$ cat src/rtl/wb_stage_buf.sv
// Elastic MEM/WB stage: two-entry skid buffer carrying the write-back bundle.
// in_ready is registered, so there is no combinational path from out_ready back into MEM.
module wb_stage_buf #(
    parameter int DATA_W = 16,
    parameter int RID_W  = 3,
    parameter int SPEC_W = 2,
    parameter int CNT_W  = 16
) (
    input  logic              CLK,
    input  logic              RST,
    input  logic              flush,
    input  logic              in_valid,
    output logic              in_ready,
    input  logic [SPEC_W-1:0] in_wspec,
    input  logic              in_memtoreg,
    input  logic              in_regwrite,
    input  logic [DATA_W-1:0] in_data,
    input  logic [DATA_W-1:0] in_alu,
    input  logic [RID_W-1:0]  in_rd,
    output logic              out_valid,
    input  logic              out_ready,
    output logic [SPEC_W-1:0] out_wspec,
    output logic              out_memtoreg,
    output logic              out_regwrite,
    output logic [DATA_W-1:0] out_data,
    output logic [DATA_W-1:0] out_alu,
    output logic [RID_W-1:0]  out_rd,
    output logic [DATA_W-1:0] out_result,
    output logic [CNT_W-1:0]  stall_cnt,
    output logic [1:0]        dbg_state
);

    localparam int BW = SPEC_W + 2 + 2 * DATA_W + RID_W;

    typedef enum logic [1:0] {
        EMPTY = 2'd0,
        ONE   = 2'd1,
        FULL  = 2'd2
    } state_t;

    state_t           r_state;
    state_t           w_state_nxt;
    logic             r_in_ready;
    logic [BW-1:0]    r_m;
    logic [BW-1:0]    r_s;
    logic [CNT_W-1:0] r_stall_cnt;

    logic             w_out_valid;
    logic             w_accept;
    logic             w_consume;
    logic             w_load_m_in;
    logic             w_load_m_s;
    logic             w_load_s;
    logic [BW-1:0]    w_in_bundle;
    logic [SPEC_W-1:0] w_m_wspec;
    logic             w_m_regwrite;

    assign w_in_bundle = {in_wspec, in_memtoreg, in_regwrite, in_data, in_alu, in_rd};
    assign w_out_valid = (r_state != EMPTY);
    assign w_accept    = in_valid & r_in_ready;
    assign w_consume   = w_out_valid & out_ready;

    always_ff @(posedge CLK or posedge RST) begin
        if (RST) begin
            r_state    <= EMPTY;
            r_in_ready <= 1'b1;
        end else begin
            r_state    <= w_state_nxt;
            r_in_ready <= (w_state_nxt != FULL);
        end
    end

    always_comb begin
        w_state_nxt = r_state;
        w_load_m_in = 1'b0;
        w_load_m_s  = 1'b0;
        w_load_s    = 1'b0;
        case (r_state)
            EMPTY: begin
                if (w_accept) begin
                    w_state_nxt = ONE;
                    w_load_m_in = 1'b1;
                end
            end
            ONE: begin
                if (w_accept && w_consume) begin
                    w_load_m_in = 1'b1;
                end else if (w_accept) begin
                    w_state_nxt = FULL;
                    w_load_s    = 1'b1;
                end else if (w_consume) begin
                    w_state_nxt = EMPTY;
                end
            end
            FULL: begin
                if (w_consume) begin
                    w_state_nxt = ONE;
                    w_load_m_s  = 1'b1;
                end
            end
            default: w_state_nxt = EMPTY;
        endcase
        // Flush overrides everything; a same-cycle consume needs no action since the head is gone.
        if (flush) begin
            w_state_nxt = EMPTY;
            w_load_m_in = 1'b0;
            w_load_m_s  = 1'b0;
            w_load_s    = 1'b0;
        end
    end

    always_ff @(posedge CLK or posedge RST) begin
        if (RST) begin
            r_m <= '0;
            r_s <= '0;
        end else begin
            if (w_load_m_in) begin
                r_m <= w_in_bundle;
            end else if (w_load_m_s) begin
                r_m <= r_s;
            end
            if (w_load_s) begin
                r_s <= w_in_bundle;
            end
        end
    end

    always_ff @(posedge CLK or posedge RST) begin
        if (RST) begin
            r_stall_cnt <= '0;
        end else if (w_out_valid && !out_ready && (r_stall_cnt != {CNT_W{1'b1}})) begin
            r_stall_cnt <= r_stall_cnt + CNT_W'(1);
        end
    end

    assign {w_m_wspec, out_memtoreg, w_m_regwrite, out_data, out_alu, out_rd} = r_m;

    assign in_ready     = r_in_ready;
    assign out_valid    = w_out_valid;
    assign out_wspec    = w_out_valid ? w_m_wspec : '0;
    assign out_regwrite = w_out_valid & w_m_regwrite;
    assign out_result   = out_memtoreg ? out_data : out_alu;
    assign stall_cnt    = r_stall_cnt;
    assign dbg_state    = r_state;

endmodule

$ cat config.mk
export PLATFORM = sky130hd
export DESIGN_NAME = wb_stage_buf
export DESIGN_NICKNAME = d
export VERILOG_FILES = /design/src/rtl/wb_stage_buf.sv
export SDC_FILE = /design/constraint.sdc
export NUM_CORES = 1
export LEC_CHECK = 0
export CAP_MARGIN = 5
export CORE_MARGIN = 2
export CORE_UTILIZATION = 53
export CTS_CLUSTER_SIZE = 24
export DETAILED_ROUTE_END_ITERATION = 12
export HOLD_SLACK_MARGIN = 0.06
export PLACE_DENSITY = 0.9
export RECOVER_POWER = 50
export SYNTH_ARGS = -nofsm -noshare
export SYNTH_HDL_FRONTEND = slang
export SYNTH_SLANG_ARGS = --single-unit
$ cat constraint.sdc
create_clock -name CLK -period 8.8 [get_ports CLK]
set_clock_uncertainty 0.05 [all_clocks]
set_input_delay 1.76 -clock CLK [delete_from_list [all_inputs] [get_ports CLK]]
set_output_delay 1.76 -clock CLK [all_outputs]
set_load 0.01 [all_outputs]
==> results.md, run 1 <==
- Outcome: finished clean
- Final setup viols: 0
- Switch share: 29.8%
- Syn avg cell area: 12.8 um^2
- Mapped Nets: 409
- First-pass GRT wire length: 15.8 mm
- R2R Path Start: in_ready
- Vias in the first global route: 3199
- Clk Latency, worst-skew pair: 360 ps
- CP max FO: 18
- Clock slew at reported path FFs: 100 ps
- Antenna viol nets, final: 0
- End of the worst register-to-register path: r_s[4]
- Total grt overflow: 0
- Core ar.: 8640 um^2
- YS warnings: 0
- Cts bufs inserted: 9
- Lkg Pwr: 0.00280 uW
- Area Overhead vs Synth: 24.3%
- Combinational power share: 27.0%
- Seq/Total Area, Yosys: 52.2%
- Post-Route Setup TNS: 0 ps
- Vias per inst: 5.60
- Post-CTS resize count: 0
- Post-CTS Repair Setup Buffers: 0
- Fin crit share: 45.3%
- Worst relative slew slack: 35.2%
- CTS tree: yes
- CP Launch Type: flip-flop
- Post-Syn Instances: 364
- Initial antenna violation count: 0
- Internal power: 870 uW
- Clock share of power: 22.5%
- Max Clock Freq: 251 MHz
- HPWL Detailed: 6.82 mm
- Min cycle time layout: 3980 ps
- Initial Util: 53.9%
- Worst reg-to-reg setup slack: 6580 ps
- Nets@finish: 487
- Routed vias: 3110
- Pin count of the biggest net entering global routing: 78
- Pwr dens: 214 nW/um^2
- Worst hold-check path type: flip-flop to flip-flop
- Root buf cell: clkbuf_8
- Router iterations before antenna repair: 4
- Post-synth EDFFs: 0
- Drt drc: 0
- N_diodes: 0
- Leading cell types in the layout, fill and taps excluded: dfrtp_1 (96), clkdlybuf4s50_1 (75), mux2_2 (45)
- Final cell count without fillers: 555
- Yosys cell types: 38
- Setup crit end: out_result[13]
- Least-Margin Pin Slew: 967 ps
- Sink Count: 97
- GP Congestion: 0.815
- Synthesized area: 4650 um^2
- Yosys reg bits: 97
- Prevailing post-synth register cell: dfrtp_1
- Worst EP required: 6990 ps
- Final Max Tran Viols: 0
- Worst slack, placed: 4770 ps
- FFs w/ async S/R, synth: 100%
- Fill cells: 629
- Commonest non-fill, non-tap cell in the layout: dfrtp_1
- Max-cap viol count: 0
- Io pins: 119
- Reg power frac: 50.5%
- Placed cell count: 539
- Critical Path Source: r_m[36]
- Worst Reg-to-Reg Cells: 4
- Final-report hold violation count: 0
- Proportion of layout cells with a drive suffix above 1: 17.2%
- Detailed Route WL: 9.69 mm
- Global-route usage over all layers: 20.7%
- CP Capture Type: output port
- # rows: 34
- Total Die Area: 9540 um^2
- Chip height: 97.7 um
- WP data arrival: 2170 ps
- CTS Buffer Depth: 2
- RSZ-0062 raised after global routing: no
- Min Hold Slack: 434 ps
- DR WL/cell: 17.5 um
- Crit path kind: flip-flop to output port
- Port buffer count: 118
- Die width: 97.7 um
- VDD IR-drop max: 0.113 mV
- Initial DRC count: 131
- Post-CTS Hold Fix Bufs: 0
- Final WS setup: 4820 ps
- H-Tree Depth: 3
- Psw: 370 uW
==> per-layer routing <==
layer | global-route usage, % | routed length, um
met3 | 4.03 | 457
met4 | 7.16 | 148
met5 | 0 | 0
met2 | 34.0 | 4740
met1 | 27.7 | 4350
==> critical path, stage by stage, from the launching register on <==
cell and delay, ps:
dfrtp_1 890, mux2_2 430, clkdlybuf4s50_1 490
==> sequential cells by signal, summed over array words and instances, names as in the netlist <==
name / cells
in_ready: 1
stall_cnt: 16
r_s: 39
dbg_state: 2
r_m: 39
==> worst min path at each step <==
stage,start,cells past startpoint,end
after floorplan,r_m[35],1,r_m[35]
after global placement,r_m[0],1,r_m[0]
after detailed placement,r_m[2],1,r_m[2]
after CTS,r_m[2],1,r_m[2]
after global routing,r_m[1],1,r_m[1]
final,r_m[2],1,r_m[2]
==> power groups by stage <==
stage / clock (uW) / sequential [uW] / combinational (uW)
floorplan: 0 / 615 / 219
global placement: 0 / 630 / 341
detailed placement: 0 / 638 / 354
CTS: 287 / 629 / 355
global route: 307 / 639 / 360
finish: 278 / 627 / 335
==> kinds of logic after synthesis <==
family	Yosys count	synth area share [%]
AOI/OAI and AO/OA	87	15.0
xor gates and xnor gates	13	2.45
adders and majority gates	1	0.269
buffers and inverters	58	8.15
DFF	97	52.2
muxes	56	13.6
and+or+nand+nor	52	8.39
==> cell usage after synthesis, types with 2 or more instances <==
| cell | count | area, um^2 |
|---|---|---|
| a21o_1 | 39 | 293 |
| a21oi_1 | 5 | 25.0 |
| a22o_1 | 39 | 342 |
| buf_2 | 9 | 45.0 |
| buf_4 | 38 | 285 |
| clkbuf_1 | 5 | 18.8 |
| dfrtp_1 | 96 | 2400 |
| inv_1 | 4 | 15.0 |
| mux2_1 | 11 | 124 |
| mux2_2 | 45 | 507 |
| nand2_1 | 8 | 30.0 |
| nand3_1 | 6 | 30.0 |
| nand4_4 | 2 | 42.5 |
| nor2_1 | 9 | 33.8 |
| nor2b_1 | 3 | 18.8 |
| nor3_1 | 4 | 20.0 |
| nor3_2 | 2 | 20.0 |
| nor4_2 | 5 | 62.6 |
| nor4b_1 | 2 | 17.5 |
| o21ba_2 | 2 | 20.0 |
| or2_1 | 2 | 12.5 |
| xnor2_1 | 2 | 17.5 |
| xor2_1 | 11 | 96.3 |
==> per-stage QoR <==
| stage | total power (uW) | utilization [%] | area (um^2) |
|---|---|---|---|
| detailed placement | 992 | 65.4 | 5650 |
| CTS | 1270 | 67.7 | 5840 |
| global placement | 972 | 65.4 | 5650 |
| finish | 1240 | 67.0 | 5780 |
| floorplan | 834 | - | 4650 |
| global route | 1310 | 67.0 | 5780 |
==> layout make-up <==
| type | instances | area [um^2] | area share, % |
|---|---|---|---|
| well taps | 108 | 135 | 2.34 |
| flip-flops and latches | 97 | 2430 | 42.0 |
| inverters | 4 | 16.3 | 0.281 |
| clock inverters | 6 | 55.1 | 0.952 |
| clock buffers | 10 | 138 | 2.38 |
| multi-input cells | 209 | 1810 | 31.3 |
| repair buffers | 121 | 1200 | 20.8 |
Note: power is estimated with default switching activity, not from simulation.
==> inputs of run 2 (changes only) <==
--- a/config.mk
+++ b/config.mk
@@ -7,11 +7,11 @@
 export LEC_CHECK = 0
 export CAP_MARGIN = 5
 export CORE_MARGIN = 2
-export CORE_UTILIZATION = 53
+export CORE_UTILIZATION = 44
 export CTS_CLUSTER_SIZE = 24
 export DETAILED_ROUTE_END_ITERATION = 12
 export HOLD_SLACK_MARGIN = 0.06
-export PLACE_DENSITY = 0.9
+export PLACE_DENSITY = 0.8
 export RECOVER_POWER = 50
 export SYNTH_ARGS = -nofsm -noshare
 export SYNTH_HDL_FRONTEND = slang
==> constraint.sdc (replaced) <==
create_clock -name CLK -period 3.5 [get_ports CLK]
set_clock_uncertainty 0.05 [all_clocks]
set_input_delay 0.7 -clock CLK [delete_from_list [all_inputs] [get_ports CLK]]
set_output_delay 0.7 -clock CLK [all_outputs]
set_load 0.01 [all_outputs]
==> results.md, run 2 (same netlist as run 1, synthesis figures left out) <==
- Final core occ: 57.2% (-9.7 points)
- Leading cell types in the layout, fill and taps excluded: dfrtp_1 (96), clkdlybuf4s50_1 (92), mux2_2 (45)
- GP Congestion: 0.817 (+0.27%)
- Antenna viol nets, final: 0 (unchanged)
- Min Hold Slack: 433 ps (-1.08 ps)
- Die width: 107 um (+9.4%)
- Least-Margin Pin Slew: 1910 ps (+938 ps)
- Worst hold-check path type: flip-flop to flip-flop
- Post-CTS Hold Fix Bufs: 0 (unchanged)
- Post-CTS resize count: 0 (unchanged)
- Placement Cell Area: 5740 um^2 (+1.6%)
- Fill cells: 852 (+35%)
- Lkg Pwr: 0.00280 uW (+0.32%)
- Final Max Tran Viols: 50 (+50)
- VDD IR-drop max: 0.272 mV (+140%)
- Final setup viols: 0 (unchanged)
- Root buf cell: clkbuf_8
- Initial Util: 45.3% (-8.6 points)
- CTS tree: yes
- H-Tree Depth: 3 (unchanged)
- Initial antenna violation count: 1 (+1)
- Final-report hold violation count: 0 (unchanged)
- Min cycle time layout: 2930 ps
- Worst relative slew slack: -27.2% (-62 points)
- Fin crit share: 83.7%
- Detailed Route WL: 10.1 mm (+4.6%)
- CP max FO: 18 (unchanged)
- Commonest non-fill, non-tap cell in the layout: dfrtp_1
- Area Overhead vs Synth: 26.5%
- First-pass GRT wire length: 16.4 mm (+3.8%)
- Cts bufs inserted: 9 (unchanged)
- DR WL/cell: 17.3 um (-1.1%)
- Clock slew at reported path FFs: 100 ps (about the same)
- Post-CTS Repair Setup Buffers: 0 (unchanged)
- Routed vias: 3100 (-0.32%)
- Nets@finish: 491 (+0.82%)
- WP data arrival: 2180 ps (about the same)
- Vias in the first global route: 3206 (+0.22%)
- Port buffer count: 118 (unchanged)
- Io pins: 119 (unchanged)
- RSZ-0062 raised after global routing: no
- CTS Buffer Depth: 2 (unchanged)
- Max-cap viol count: 1 (+1)
- Drt drc: 0 (unchanged)
- Initial DRC count: 115 (-12%)
- Pwr dens: 542 nW/um^2 (+150%)
- Vias per inst: 5.28 (-5.8%)
- Crit path kind: flip-flop to output port
- Total grt overflow: 0 (unchanged)
- Global-route usage over all layers: 18.4% (-2.3 points)
- # rows: 37 (+8.8%)
- Violated checks: max-capacitance violations, max-slew violations
- Clk Latency, worst-skew pair: 370 ps (about the same)
- Worst EP required: 2750 ps (-4240 ps)
- CP Capture Type: output port
- HPWL Detailed: 7.07 mm (+3.7%)
- Final non-filler cell area: 5880 um^2 (+1.7%)
- Pin count of the biggest net entering global routing: 51 (-35%)
- Sink Count: 97 (unchanged)
- Router iterations before antenna repair: 4 (unchanged)
- Max Clock Freq: 342 MHz
- Total Die Area: 11400 um^2 (+20%)
- CP Launch Type: flip-flop
- Chip height: 107 um (+9.4%)
- Post-Route Setup TNS: 0 ps (unchanged)
- Outcome: finished with violations
- Core ar.: 10300 um^2 (+19%)
- Proportion of layout cells with a drive suffix above 1: 17.6% (+0.33 points)
## run 2: path summary, 6_finish.rpt
kind                               from             end  slack, ps  cells past startpoint
max reg2reg                dbg_state[1]          r_s[6]       1420                      5
min reg2reg                      r_m[0]          r_m[0]        430                      1
max                             r_m[36]  out_result[10]        570                      2
min in group asynchronous           RST         r_m[21]       1350                      2
min                              r_m[0]          r_m[0]        430                      1
max in group asynchronous           RST         r_s[27]        950                      2
## run 2: final cells by class
type | count | area [um^2] | share of cell area (%)
clock inverters | 6 | 76.3 | 1.30
well taps | 136 | 170 | 2.89
diodes | 1 | 2.50 | 0.0425
repair buffers | 125 | 1260 | 21.4
inverters | 4 | 15.0 | 0.255
clock buffers | 9 | 124 | 2.11
flip-flops and latches | 97 | 2430 | 41.3
multi-input cells | 209 | 1810 | 30.7
## run 2: power by group
group / internal, uW / switching, uW / total (uW)
Combinational: 541 / 324 / 865
Sequential: 1370 / 201 / 1570
Clock: 339 / 412 / 751
## run 2: worst max-delay path, cell delays in order, from the launching register on
cell	delay, ps
dfrtp_1	900
mux2_2	430
clkdlybuf4s50_1	490
## run 2: stage by stage
stage | power [uW] | setup WS [ps] | cells
after detailed placement | 2500 | 684 | 571
after CTS | 3250 | 574 | 586
after floorplan | 2100 | 218 | 364
final | 3190 | 572 | 587
after global placement | 2460 | 773 | 571
after global routing | 3350 | 478 | 587
## run 2: layer usage
layer  track usage (%)  share of wire [%]  vias to the layer above
met5                 0                  0                        -
met4              6.68                1.0                        0
met2              29.7                 49                       97
met3              4.26                5.0                        7
met1              24.4                 45                     1554
li1                  -                  -                     1442
==> inputs of run 3 (changes only) <==
==> constraint.sdc (replaced) <==
create_clock -name CLK -period 2.4 [get_ports CLK]
set_clock_uncertainty 0.05 [all_clocks]
set_input_delay 0.48 -clock CLK [delete_from_list [all_inputs] [get_ports CLK]]
set_output_delay 0.48 -clock CLK [all_outputs]
set_load 0.01 [all_outputs]
==> results.md, run 3 (same netlist as run 1, synthesis figures left out) <==
- Pin count of the biggest net entering global routing: 46 (-9.8%)
- Detailed Route WL: 10.1 mm (-0.55%)
- Clock slew at reported path FFs: 100 ps (about the same)
- Reg power frac: 47.7% (-1.6 points)
- Worst Hold Depth: 1 (unchanged)
- Post-CTS resize count: 0 (unchanged)
- CTS tree: yes
- Worst Reg-to-Reg Cells: 4 (-1)
- HPWL Detailed: 7.31 mm (+3.4%)
- GP Congestion: 0.773 (-5.3%)
- CP peak stage delay: 490 ps (-410 ps)
- CP Launch Type: flip-flop
- Area Overhead vs Synth: 28.1%
- Chip height: 107 um (unchanged)
- N_diodes: 0 (-1)
- Commonest non-fill, non-tap cell in the layout: clkdlybuf4s50_1
- DR WL/cell: 17.0 um (-1.6%)
- Final Max Tran Viols: 0 (-100%)
- Post-Route Setup TNS: 0 ps (unchanged)
- CP max FO: 11 (-7)
- Fin crit share: 96.4%
- # rows: 37 (unchanged)
- Clock share of power: 24.7% (+1.2 points)
- Max-cap viol count: 0 (-1)
- Worst EP required: 1870 ps (-880 ps)
- Pwr dens: 803 nW/um^2 (+48%)
- Min cycle time layout: 2310 ps
- Router iterations before antenna repair: 4 (unchanged)
- Drt drc: 0 (unchanged)
- Final-report hold violation count: 0 (unchanged)
- Outcome: finished clean
- First-pass GRT wire length: 16.5 mm (+0.46%)
- VDD IR-drop max: 0.334 mV (+23%)
- Vias in the first global route: 3295 (+2.8%)
- CP Capture Type: output port
- Combinational power share: 27.6% (+0.5 points)
- CTS Buffer Depth: 2 (unchanged)
- Fill cells: 860 (+0.94%)
- WP data arrival: 1780 ps (-400 ps)
- Proportion of layout cells with a drive suffix above 1: 19.9% (+2.4 points)
- Antenna viol nets, final: 0 (unchanged)
- Least-Margin Pin Slew: 995 ps (-911 ps)
- Nets@finish: 497 (+1.2%)
- Clk Latency, worst-skew pair: 360 ps (about the same)
- Core ar.: 10300 um^2 (unchanged)
- Max stage delay cell, worst path: clkdlybuf4s50_1
- CP Cell Sequence: buf_4 > mux2_2 > clkdlybuf4s50_1
- RSZ-0062 raised after global routing: no
- Post-CTS Hold Fix Bufs: 0 (unchanged)
- H-Tree Depth: 3 (unchanged)
- Cts bufs inserted: 9 (unchanged)
- Root buf cell: clkbuf_8
- Final setup viols: 0 (unchanged)
- Total grt overflow: 0 (unchanged)
- Internal power: 3420 uW (+52%)
- Total Die Area: 11400 um^2 (unchanged)
- Final core occ: 58.0% (+0.75 points)
- Psw: 1360 uW (+45%)
- Lkg Pwr: 0.00278 uW (-0.79%)
- Max Clock Freq: 432 MHz
- Initial antenna violation count: 0 (-1)
- Io pins: 119 (unchanged)
- Initial Util: 45.3% (unchanged)
- Routed vias: 3205 (+3.4%)
- Port buffer count: 118 (unchanged)
- Worst hold-check path type: flip-flop to flip-flop
- Initial DRC count: 82 (-29%)
- Worst relative slew slack: 33.3% (+61 points)
- Vias per inst: 5.40 (+2.3%)
- Post-CTS Repair Setup Buffers: 0 (unchanged)
- Switch share: 28.4% (-0.93 points)
- Leading cell types in the layout, fill and taps excluded: clkdlybuf4s50_1 (115), dfrtp_1 (96), mux2_2 (45)
- Sink Count: 97 (unchanged)
- Global-route usage over all layers: 18.2% (-0.23 points)
- Die width: 107 um (unchanged)
- Crit path kind: flip-flop to output port
## run 3: changes by cell type in the layout (fill, tap and decap cells not counted), moves of 2 or more
cell / delta
clkdlybuf4s50_1: +23
dlygate4sd3_1: -23
clkbuf_2: +2
buf_4: +3
nor4_2: +4
inv_8: -2
nor4_1: -3
## run 3: cell type report
cell class	count	area [um^2]	area share, %
sequential	97	2430	40.7
clock buffer	9	124	2.08
clock inverter	7	101	1.70
timing repair buffer	131	1300	21.8
multi-input combinational	209	1820	30.6
tap	136	170	2.85
inverter	4	16.3	0.273
## run 3: per-layer routing
| layer | up-vias | GRT usage (%) | share of wire [%] |
|---|---|---|---|
| li1 | 1455 | - | - |
| met1 | 1626 | 24.7 | 46 |
| met2 | 104 | 29.5 | 48 |
| met3 | 20 | 3.10 | 4.9 |
| met4 | 0 | 6.68 | 2.1 |
| met5 | - | 0 | 0 |
## run 3: through the flow
| step | cell area, um^2 | total power (uW) | hold WS, ps | setup slack, ps | instances |
|---|---|---|---|---|---|
| floorplan | 4660 | 3060 | 391 | 450 | 364 |
| detailed placement | 5830 | 3670 | 414 | 194 | 577 |
| finish | 5960 | 4780 | 437 | 86.0 | 593 |
| global route | 5960 | 5020 | 469 | 14.5 | 593 |
| CTS | 6050 | 4850 | 437 | 54.9 | 593 |
| global placement | 5830 | 3610 | 408 | 254 | 577 |
## run 3: critical path: cells and delay by family, from the launching register on
kind,cells,cell delay [ps]
buffers and inverters,2,700
muxes,1,380
DFF,1,360
## run 3: worst paths after layout
path | startpoint | to | slack, ps
worst max register to register | stall_cnt[10] | stall_cnt[1] | 190
max in group asynchronous | RST | r_s[12] | 460
worst min register to register | r_m[0] | r_m[0] | 440
min in group asynchronous | RST | r_s[20] | 700
worst max-delay path | r_m[36] | out_result[9] | 90
worst min-delay path | r_m[0] | r_m[0] | 440
## run 3: power by group through the flow
stage	sequential [uW]	combinational, uW	clock (uW)
floorplan	2250	803	0
CTS	2290	1350	1210
detailed placement	2320	1350	0
global placement	2300	1310	0
finish	2280	1320	1180
global route	2330	1420	1270
